[config.mk]
export PLATFORM = sky130hd
export DESIGN_NAME = sar_adc_ctrl_avg
export DESIGN_NICKNAME = d
export VERILOG_FILES = /design/src/rtl/sar_adc_ctrl_avg.sv
export SDC_FILE = /design/constraint.sdc
export NUM_CORES = 1
export LEC_CHECK = 0
export BUFFER_PORTS_ARGS = -buffer_cell sky130_fd_sc_hd__buf_2
export CORE_UTILIZATION = 40
export DETAILED_ROUTE_END_ITERATION = 12
export SKIP_CTS_REPAIR_TIMING = 1
export SLEW_MARGIN = 20
export SYNTH_ARGS = -nofsm -noshare
export SYNTH_HDL_FRONTEND = slang
export SYNTH_SLANG_ARGS = --single-unit
[constraint.sdc]
create_clock -name clk -period 3.95 [get_ports clk]
set_input_delay 0 -clock clk [delete_from_list [all_inputs] [get_ports clk]]
set_output_delay 0 -clock clk [all_outputs]
set_load 0.005 [all_outputs]
[src/rtl/sar_adc_ctrl_avg.sv]
// Synchronous N-bit SAR conversion controller with per-phase comparator timeout
// and 2^AVG_LOG2-sample averaging of back-to-back conversions.
module sar_adc_ctrl_avg #(
    parameter int WIDTH      = 12,
    parameter int AVG_LOG2   = 2,
    parameter int SAMPLE_CYC = 2,
    parameter int TIMEOUT    = 15
) (
    input  logic             clk,
    input  logic             rst,
    input  logic             st_conv,
    input  logic             comp_done,
    input  logic             comp_in,
    output logic             sample,
    output logic             fire_comp,
    output logic [WIDTH-1:0] dac_value,
    output logic [WIDTH-1:0] result,
    output logic             adc_done,
    output logic             busy,
    output logic             timeout_err
);

    localparam int ACC_W  = WIDTH + AVG_LOG2;
    localparam int BIT_W  = $clog2(WIDTH);
    localparam int CONV_W = (AVG_LOG2 > 0) ? AVG_LOG2 : 1;
    localparam int SAMP_W = $clog2(SAMPLE_CYC + 1);
    localparam int TO_W   = $clog2(TIMEOUT + 1);

    localparam logic [CONV_W-1:0] CONV_LAST = CONV_W'((1 << AVG_LOG2) - 1);
    localparam logic [SAMP_W-1:0] SAMP_LAST = SAMP_W'(SAMPLE_CYC - 1);
    localparam logic [TO_W-1:0]   TO_LAST   = TO_W'(TIMEOUT - 1);
    localparam logic [BIT_W-1:0]  BIT_MSB   = BIT_W'(WIDTH - 1);
    localparam logic [WIDTH-1:0]  MSB_MASK  = {1'b1, {(WIDTH-1){1'b0}}};

    typedef enum logic [2:0] {
        S_IDLE,
        S_SAMPLE,
        S_TRIAL,
        S_RELEASE,
        S_NEXT,
        S_DONE
    } state_t;

    state_t              state_reg;
    logic [WIDTH-1:0]    code_reg;
    logic [BIT_W-1:0]    bit_idx_reg;
    logic [ACC_W-1:0]    acc_reg;
    logic [CONV_W-1:0]   conv_cnt_reg;
    logic [SAMP_W-1:0]   samp_cnt_reg;
    logic [TO_W-1:0]     to_cnt_reg;

    logic [WIDTH-1:0]    trial_mask;
    logic [WIDTH-1:0]    code_next;
    logic [ACC_W-1:0]    acc_sum;
    logic                phase_to;
    logic                last_conv;

    // One-hot decode of the bit currently under trial.
    genvar gi;
    generate
        for (gi = 0; gi < WIDTH; gi++) begin : g_mask
            assign trial_mask[gi] = (bit_idx_reg == BIT_W'(gi));
        end
    endgenerate

    // A timed-out trial has comp_done low, so the bit is dropped automatically.
    assign code_next = (comp_done && comp_in) ? (code_reg | trial_mask) : code_reg;
    assign acc_sum   = acc_reg + ACC_W'(code_reg);
    assign phase_to  = (to_cnt_reg == TO_LAST);
    assign last_conv = (conv_cnt_reg == CONV_LAST);

    always_ff @(posedge clk or posedge rst) begin
        if (rst) begin
            state_reg    <= S_IDLE;
            code_reg     <= '0;
            bit_idx_reg  <= '0;
            acc_reg      <= '0;
            conv_cnt_reg <= '0;
            samp_cnt_reg <= '0;
            to_cnt_reg   <= '0;
            sample       <= 1'b0;
            fire_comp    <= 1'b0;
            dac_value    <= '0;
            result       <= '0;
            adc_done     <= 1'b0;
            busy         <= 1'b0;
            timeout_err  <= 1'b0;
        end else begin
            adc_done <= 1'b0;
            case (state_reg)
                S_IDLE: begin
                    if (st_conv) begin
                        state_reg    <= S_SAMPLE;
                        busy         <= 1'b1;
                        sample       <= 1'b1;
                        dac_value    <= '0;
                        acc_reg      <= '0;
                        conv_cnt_reg <= '0;
                        samp_cnt_reg <= '0;
                        timeout_err  <= 1'b0;
                    end
                end

                S_SAMPLE: begin
                    code_reg    <= '0;
                    bit_idx_reg <= BIT_MSB;
                    if (samp_cnt_reg == SAMP_LAST) begin
                        state_reg  <= S_TRIAL;
                        sample     <= 1'b0;
                        fire_comp  <= 1'b1;
                        dac_value  <= MSB_MASK;
                        to_cnt_reg <= '0;
                    end else begin
                        samp_cnt_reg <= samp_cnt_reg + 1'b1;
                    end
                end

                S_TRIAL: begin
                    if (comp_done || phase_to) begin
                        state_reg  <= S_RELEASE;
                        fire_comp  <= 1'b0;
                        code_reg   <= code_next;
                        dac_value  <= code_next;
                        to_cnt_reg <= '0;
                        if (!comp_done) begin
                            timeout_err <= 1'b1;
                        end
                    end else begin
                        to_cnt_reg <= to_cnt_reg + 1'b1;
                    end
                end

                // The bit-step half of NEXT is folded in here so each bit costs 4 cycles.
                S_RELEASE: begin
                    if (!comp_done || phase_to) begin
                        if (comp_done) begin
                            timeout_err <= 1'b1;
                        end
                        if (bit_idx_reg != '0) begin
                            bit_idx_reg <= bit_idx_reg - 1'b1;
                            state_reg   <= S_TRIAL;
                            fire_comp   <= 1'b1;
                            dac_value   <= code_reg | (trial_mask >> 1);
                            to_cnt_reg  <= '0;
                        end else begin
                            state_reg <= S_NEXT;
                        end
                    end else begin
                        to_cnt_reg <= to_cnt_reg + 1'b1;
                    end
                end

                S_NEXT: begin
                    acc_reg <= acc_sum;
                    if (last_conv) begin
                        state_reg <= S_DONE;
                        result    <= acc_sum[ACC_W-1 -: WIDTH];
                        adc_done  <= 1'b1;
                    end else begin
                        conv_cnt_reg <= conv_cnt_reg + 1'b1;
                        state_reg    <= S_SAMPLE;
                        sample       <= 1'b1;
                        dac_value    <= '0;
                        samp_cnt_reg <= '0;
                    end
                end

                S_DONE: begin
                    state_reg <= S_IDLE;
                    busy      <= 1'b0;
                end

                default: begin
                    state_reg <= S_IDLE;
                end
            endcase
        end
    end

endmodule
; ---- Yosys cells after proc, flatten, opt, wreduce, memory -nomap -nowiden
; Index checks and enable logic that the tools add are counted.
[classes]
muxes = 50
n_addsub = 5
n_reduce_logical = 28
n_bitwise = 2
eq_ne = 29
[ops]
columns = op, count
row1 = 12-bit 2-to-1 mux, 7
row2 = 12-bit one-hot mux with 5 select lines, 1
row3 = 14-bit one-hot mux with 2 select lines, 1
row4 = 4-bit 2-to-1 mux, 6
row5 = 12-bit one-hot mux with 2 select lines, 1
row6 = 4-bit equality test (second input constant), 5
row7 = 3-bit 2-to-1 mux, 6
row8 = 2-bit inequality test (second input constant), 9
row9 = 4-bit by 3-bit equality test with 1-bit output (second input constant), 4
row10 = 3-bit one-hot mux with 5 select lines, 1
row11 = 14-bit by 12-bit adder with 14-bit output, 1
row12 = 1-bit 2-to-1 mux, 14
row13 = 14-bit 2-to-1 mux, 1
row14 = 12-bit by 11-bit OR with 12-bit output, 1
row15 = 12-bit OR, 1
row16 = 4-bit one-hot mux with 3 select lines, 1
row17 = 4-bit AND reduction, 3
row18 = 1-bit one-hot mux with 3 select lines, 3
row19 = 3-bit AND reduction, 3
row20 = 3-bit nonzero test, 3
row21 = 4-bit by 2-bit equality test with 1-bit output (second input constant), 2
row22 = 2-bit 2-to-1 mux, 4
row23 = 4-bit one-hot mux with 2 select lines, 1
row24 = 2-bit AND reduction, 4
row25 = 24 further kinds, 31
[totals]
output_inout_bits = 29
word_cells = 128
in_bits = 5
register_bits = 70

; ---- Logic depth before layout (Yosys ltp)
[depth]
word_depth = 5
mapped_depth = 8
ltp_nobuf = 7

; ---- Least setup slack after synthesis
; No wires, ideal clock.
[synth_path]
path_kind = flip-flop to flip-flop
from = reg code_reg[0]
to = reg acc_reg[10]
t_arrival_ns = 2.156
period_less_slack_ns = 2.287
n_path_buf = 0
slack_ns = 1.663
path_stages_with_launch = 8
cell_sequence = dfrtp_1 ha_1 fa_1 a21o_1 a221oi_2 o21ai_2 nor4b_4 or3_1
[synth_between]
elab_chain_cells = 2
[synth_rtl]
columns = item, line
row1 = from (decl), 45  ; logic [WIDTH-1:0] code_reg;
row2 = from (signal assigned), 122  ; code_reg <= code_next;
row3 = 14-bit by 12-bit adder with 14-bit output, 68  ; assign acc_sum = acc_reg + ACC_W'(code_reg);
row4 = 14-bit one-hot mux with 2 select lines, 90  ; case (state_reg)
row5 = to (signal assigned), 154  ; acc_reg <= acc_sum;
row6 = to (decl), 47  ; logic [ACC_W-1:0] acc_reg;
; Every way passes these cells.
; A chain may end at the register's enable or synchronous reset.

; ---- Final worst setup path
; Same ends and word-level chain as after synthesis.

==> flow_results.xml <==
<?xml version="1.0" encoding="UTF-8"?>
<metrics>
  <group name="logic_synthesis">
    <metric name="post_synth_instance_area" unit="sq um">3991</metric>
    <metric name="synth-seq-cells" unit="">70</metric>
    <metric name="synth_xor_xnor_area_share" unit="">0.02633</metric>
    <metric name="synth_cells" unit="">411</metric>
    <metric name="muxShareOfSynthArea" unit="">0.04734</metric>
    <metric name="synth-simple-area-share" unit="">0.1890</metric>
    <metric name="adder_cell_area_share_of_the_yosys_netlist" unit="">0.06771</metric>
    <metric name="synth_area_leader_cell" unit="">sky130_fd_sc_hd__dfrtp_1</metric>
    <metric name="synth_top_cell_area_share" unit="">0.4389</metric>
    <metric name="syn_nets" unit="">437</metric>
    <metric name="ys_dominant_reg_cell" unit="">sky130_fd_sc_hd__dfrtp_1</metric>
    <metric name="yosysMostFrequentCell" unit="">sky130_fd_sc_hd__dfrtp_1</metric>
    <metric name="most_frequent_cells_after_synthesis" unit="">70 x sky130_fd_sc_hd__dfrtp_1, 38 x sky130_fd_sc_hd__nand2_1, 36 x sky130_fd_sc_hd__o21ai_0</metric>
    <metric name="synth_compound_area_frac" unit="">0.1884</metric>
    <metric name="ys_warn_count" unit="">0</metric>
    <metric name="postSynth.asyncResetShare" unit="">1.000</metric>
    <metric name="synth_area_per_cell" unit="sq um">9.711</metric>
    <metric name="dominant_combinational_cell_family_by_area_after_synthesis" unit="">simple AND/OR/NAND/NOR gates</metric>
    <metric name="synth_enable_flop_cells" unit="">0</metric>
    <metric name="seq_area_frac_synth" unit="">0.4389</metric>
    <metric name="netlist_top_cells_area" unit="">sky130_fd_sc_hd__dfrtp_1 44%, sky130_fd_sc_hd__ha_1 6.3%, sky130_fd_sc_hd__o21ai_0 4.5%</metric>
    <metric name="post_synth_num_cell_types" unit="">63</metric>
  </group>
  <group name="floorplanning">
    <metric name="floorplan.initialDensity" unit="">0.4102</metric>
    <metric name="die_h" unit="microns">101.9</metric>
    <metric name="boundaryPins" unit="">34</metric>
    <metric name="placement_rows" unit="">36</metric>
    <metric name="dieWidth" unit="microns">101.9</metric>
    <metric name="die_area" unit="sq um">10380</metric>
    <metric name="core" unit="sq um">9729</metric>
  </group>
  <group name="timing">
    <metric name="slew_viol_final" unit="">0</metric>
    <metric name="finalCriticalPeriod" unit="ps">2477</metric>
    <metric name="tns" unit="ps">0</metric>
    <metric name="post-route-worst-setup-slack" unit="ps">1473</metric>
    <metric name="slew_headroom" unit="">0.4012</metric>
    <metric name="hold_viol_final" unit="">0</metric>
    <metric name="min_period_over_period" unit="">0.6271</metric>
    <metric name="finClkSkew" unit="ps">9.304</metric>
    <metric name="fmaxAchievable" unit="MHz">403.7</metric>
    <metric name="finalSetupViolCount" unit="">0</metric>
    <metric name="least_margin_pin_slew" unit="ps">898.2</metric>
    <metric name="grt_setup_unrepaired" unit="">no</metric>
  </group>
  <group name="route">
    <metric name="drt_first_pass_iters" unit="">5</metric>
    <metric name="wl_per_cell" unit="microns">15.37</metric>
    <metric name="route.final.wire_length" unit="microns">8836</metric>
    <metric name="route.vias.total" unit="">3144</metric>
    <metric name="routed_via_density" unit="">5.468</metric>
    <metric name="post-route-drc-count" unit="">0</metric>
    <metric name="drt.antenna.violating_nets" unit="">0</metric>
    <metric name="initialDrtViolationCount" unit="">135</metric>
  </group>
  <group name="clock_tree">
    <metric name="path_clk_slew" unit="ps">70</metric>
    <metric name="clock_latency" unit="ps">350</metric>
    <metric name="cts_root_buffer" unit="">sky130_fd_sc_hd__clkbuf_8</metric>
    <metric name="clock_tree_from_tritoncts" unit="">built</metric>
    <metric name="clockBufferDepth" unit="">2</metric>
    <metric name="clock_sink_total" unit="">70</metric>
    <metric name="numCtsBuffers" unit="">9</metric>
    <metric name="cts.htree.levels" unit="">3</metric>
  </group>
  <group name="setup_path">
    <metric name="critical_path_class" unit="">reg -&gt; reg</metric>
    <metric name="worst-path-buf-inv" unit="">0</metric>
    <metric name="arrival" unit="ps">2700</metric>
    <metric name="r2r-start" unit="">code_reg[0]$_DFFE_PP0P_</metric>
    <metric name="crit_chain" unit="">ha_1 -&gt; fa_1 -&gt; a21o_1 -&gt; a221oi_2 -&gt; o21ai_2 -&gt; nor4b_4 -&gt; or3_1</metric>
    <metric name="critPathMaxFanout" unit="">4</metric>
    <metric name="critical_path_required" unit="ps">4180</metric>
    <metric name="critical_path.startpoint" unit="">code_reg[0]$_DFFE_PP0P_</metric>
    <metric name="reg2regPathDepth" unit="">7</metric>
    <metric name="destination_of_the_worst_register_to_register_timing_path" unit="">acc_reg[10]$_DFFE_PP0P_</metric>
    <metric name="regToRegSetupSlack" unit="ps">1470</metric>
    <metric name="critPathSlowestCell" unit="">sky130_fd_sc_hd__fa_1</metric>
    <metric name="critical_path.top_delay_family" unit="">compound AO/OA/AOI/OAI gates</metric>
    <metric name="endpoint_kind" unit="">flip-flop</metric>
    <metric name="worstSetupStartpointType" unit="">flip-flop</metric>
    <metric name="crit_cells" unit="">7</metric>
    <metric name="worst_setup_path_endpoint" unit="">acc_reg[10]$_DFFE_PP0P_</metric>
    <metric name="crit_path_max_incr_delay" unit="ps">420</metric>
  </group>
  <group name="global_routing">
    <metric name="number_of_antenna_violations_at_the_first_check_in_global_routing" unit="">0</metric>
    <metric name="grt_max_degree" unit="">38</metric>
    <metric name="globalRouteMet1Util" unit="">0.2585</metric>
    <metric name="met2_usage" unit="">0.2957</metric>
    <metric name="globalRoute.totalOverflow" unit="">0</metric>
    <metric name="grt_busiest_layer" unit="">met2</metric>
    <metric name="global_route_wire_length_before_repair" unit="microns">14940</metric>
    <metric name="gr-usage-all-layers" unit="">0.1884</metric>
    <metric name="via_count_of_the_first_global_routing_pass" unit="">3009</metric>
    <metric name="global_route.usage.met3" unit="">0.03488</metric>
  </group>
  <group name="cells_and_area">
    <metric name="flow.area_growth_from_synthesis" unit="%">10.94</metric>
    <metric name="flip_flop_count_of_the_largest_register_after_layout" unit="">14</metric>
    <metric name="layout-drive-gt1-share" unit="">0.1652</metric>
    <metric name="regArea" unit="sq um">1752</metric>
    <metric name="layout.nets" unit="">465</metric>
    <metric name="footprint_of_the_multi_input_gates" unit="sq um">2071</metric>
    <metric name="antennaDiodeCount" unit="">0</metric>
    <metric name="layout.filler_cells" unit="">984</metric>
    <metric name="final_core_utilization" unit="">0.4551</metric>
  </group>
  <group name="placed_design">
    <metric name="buffer_ports.inserted" unit="">33</metric>
    <metric name="finalWeightedCongestion" unit="">0.8571</metric>
    <metric name="place_ws" unit="ps">1470</metric>
    <metric name="place_hpwl" unit="microns">6255</metric>
  </group>
  <group name="job">
    <metric name="timing.max_cap.violations" unit="">0</metric>
  </group>
  <group name="hold_path">
    <metric name="min_path_type" unit="">in -&gt; reg</metric>
  </group>
  <group name="pwr">
    <metric name="vdd_ir_drop_max" unit="uV">329.3</metric>
    <metric name="static-leakage-power" unit="nW">2.122</metric>
    <metric name="pwr_density_cell" unit="nW/um^2">532.6</metric>
  </group>
  <group name="outcome">
    <metric name="status" unit="">finished, final reports clean</metric>
  </group>
</metrics>
## per-layer routing
metal | wire length, microns | up-vias
met5 | 0 | -
met4 | 171 | 0
met3 | 384 | 12
met2 | 4028 | 71
met1 | 4251 | 1523
li1 | - | 1538
## worst min-delay path, cell delays in order
cell and delay, ps:
sky130_fd_sc_hd__buf_2 110, sky130_fd_sc_hd__nand2b_1 130, sky130_fd_sc_hd__nor2_1 60, sky130_fd_sc_hd__nor2_1 70, sky130_fd_sc_hd__o21ai_0 80
## cells by family after synthesis
| family | after synthesis |
|---|---|
| AO/OA/AOI/OAI | 115 |
| XOR/XNOR | 12 |
| adder cells (fa/ha/maj) | 21 |
| buffers and inverters | 35 |
| flip-flops | 70 |
| multiplexers | 18 |
| AND/OR/NAND/NOR | 140 |
## how the worst min path moves through the flow
| stage | startpoint | cells past startpoint | to |
|---|---|---|---|
| 6_report | st_conv | 5 | busy$_DFFE_PP0P_ |
| 5_1_grt | comp_done | 3 | fire_comp$_DFFE_PP0P_ |
| 4_1_cts | rst | 2 | result[3]$_DFFE_PP0P_ |
| 3_5_place_dp | rst | 2 | result[3]$_DFFE_PP0P_ |
| 3_3_place_gp | rst | 2 | result[2]$_DFFE_PP0P_ |
| 2_1_floorplan | st_conv | 4 | busy$_DFFE_PP0P_ |
## stage by stage
| step | std cells | cell area (sq um) | power (mW) | hold slack [ps] |
|---|---|---|---|---|
| floorplan | 411 | 3991 | 1.614 | 313.0 |
| global placement | 560 | 4229 | 1.778 | 209.7 |
| detailed placement | 560 | 4229 | 1.792 | 208.1 |
| CTS | 574 | 4418 | 2.376 | -163.4 |
| global route | 575 | 4428 | 2.530 | 220.9 |
| finish | 575 | 4428 | 2.359 | 139.6 |
## report_power, final
part	internal, mW	total, mW	switching [mW]
logic	0.315	0.804	0.489
clock network	0.320	0.581	0.261
registers	0.816	0.974	0.159
total	1.45	2.36	0.908
## cells in the final DEF, fill, tap and decap left out, types with 3 or more instances in the layout
cell                       count
sky130_fd_sc_hd__nand4_1       4
sky130_fd_sc_hd__xnor2_1       4
sky130_fd_sc_hd__or3_1         5
sky130_fd_sc_hd__a21o_1        6
sky130_fd_sc_hd__nor2_1       33
sky130_fd_sc_hd__nand2b_1      9
sky130_fd_sc_hd__o21a_1        4
sky130_fd_sc_hd__a211oi_1      3
sky130_fd_sc_hd__o21ai_0      36
sky130_fd_sc_hd__and3_1        3
sky130_fd_sc_hd__inv_1        14
sky130_fd_sc_hd__and2_1        4
sky130_fd_sc_hd__nor3_1       12
sky130_fd_sc_hd__ha_1         20
sky130_fd_sc_hd__a22o_1        5
sky130_fd_sc_hd__a21oi_1      29
sky130_fd_sc_hd__dfrtp_1      70
sky130_fd_sc_hd__a31oi_1       3
sky130_fd_sc_hd__nand3_1       8
sky130_fd_sc_hd__buf_2        33
sky130_fd_sc_hd__nand2_1      38
sky130_fd_sc_hd__mux2_2        7
sky130_fd_sc_hd__mux2i_1      11
sky130_fd_sc_hd__a22oi_1       4
sky130_fd_sc_hd__clkbuf_8     11
sky130_fd_sc_hd__xor2_1        8
sky130_fd_sc_hd__and4_1        4
## area by class of cell
cell class | instances | area share
well taps | 133 | 0.03758
clock buffers | 13 | 0.03589
flip-flops and latches | 70 | 0.3956
inverters | 16 | 0.01356
clock inverters | 1 | 0.006782
multi-input cells | 306 | 0.4676
repair buffers | 36 | 0.04295
Note: power is estimated with default switching activity, not from simulation.
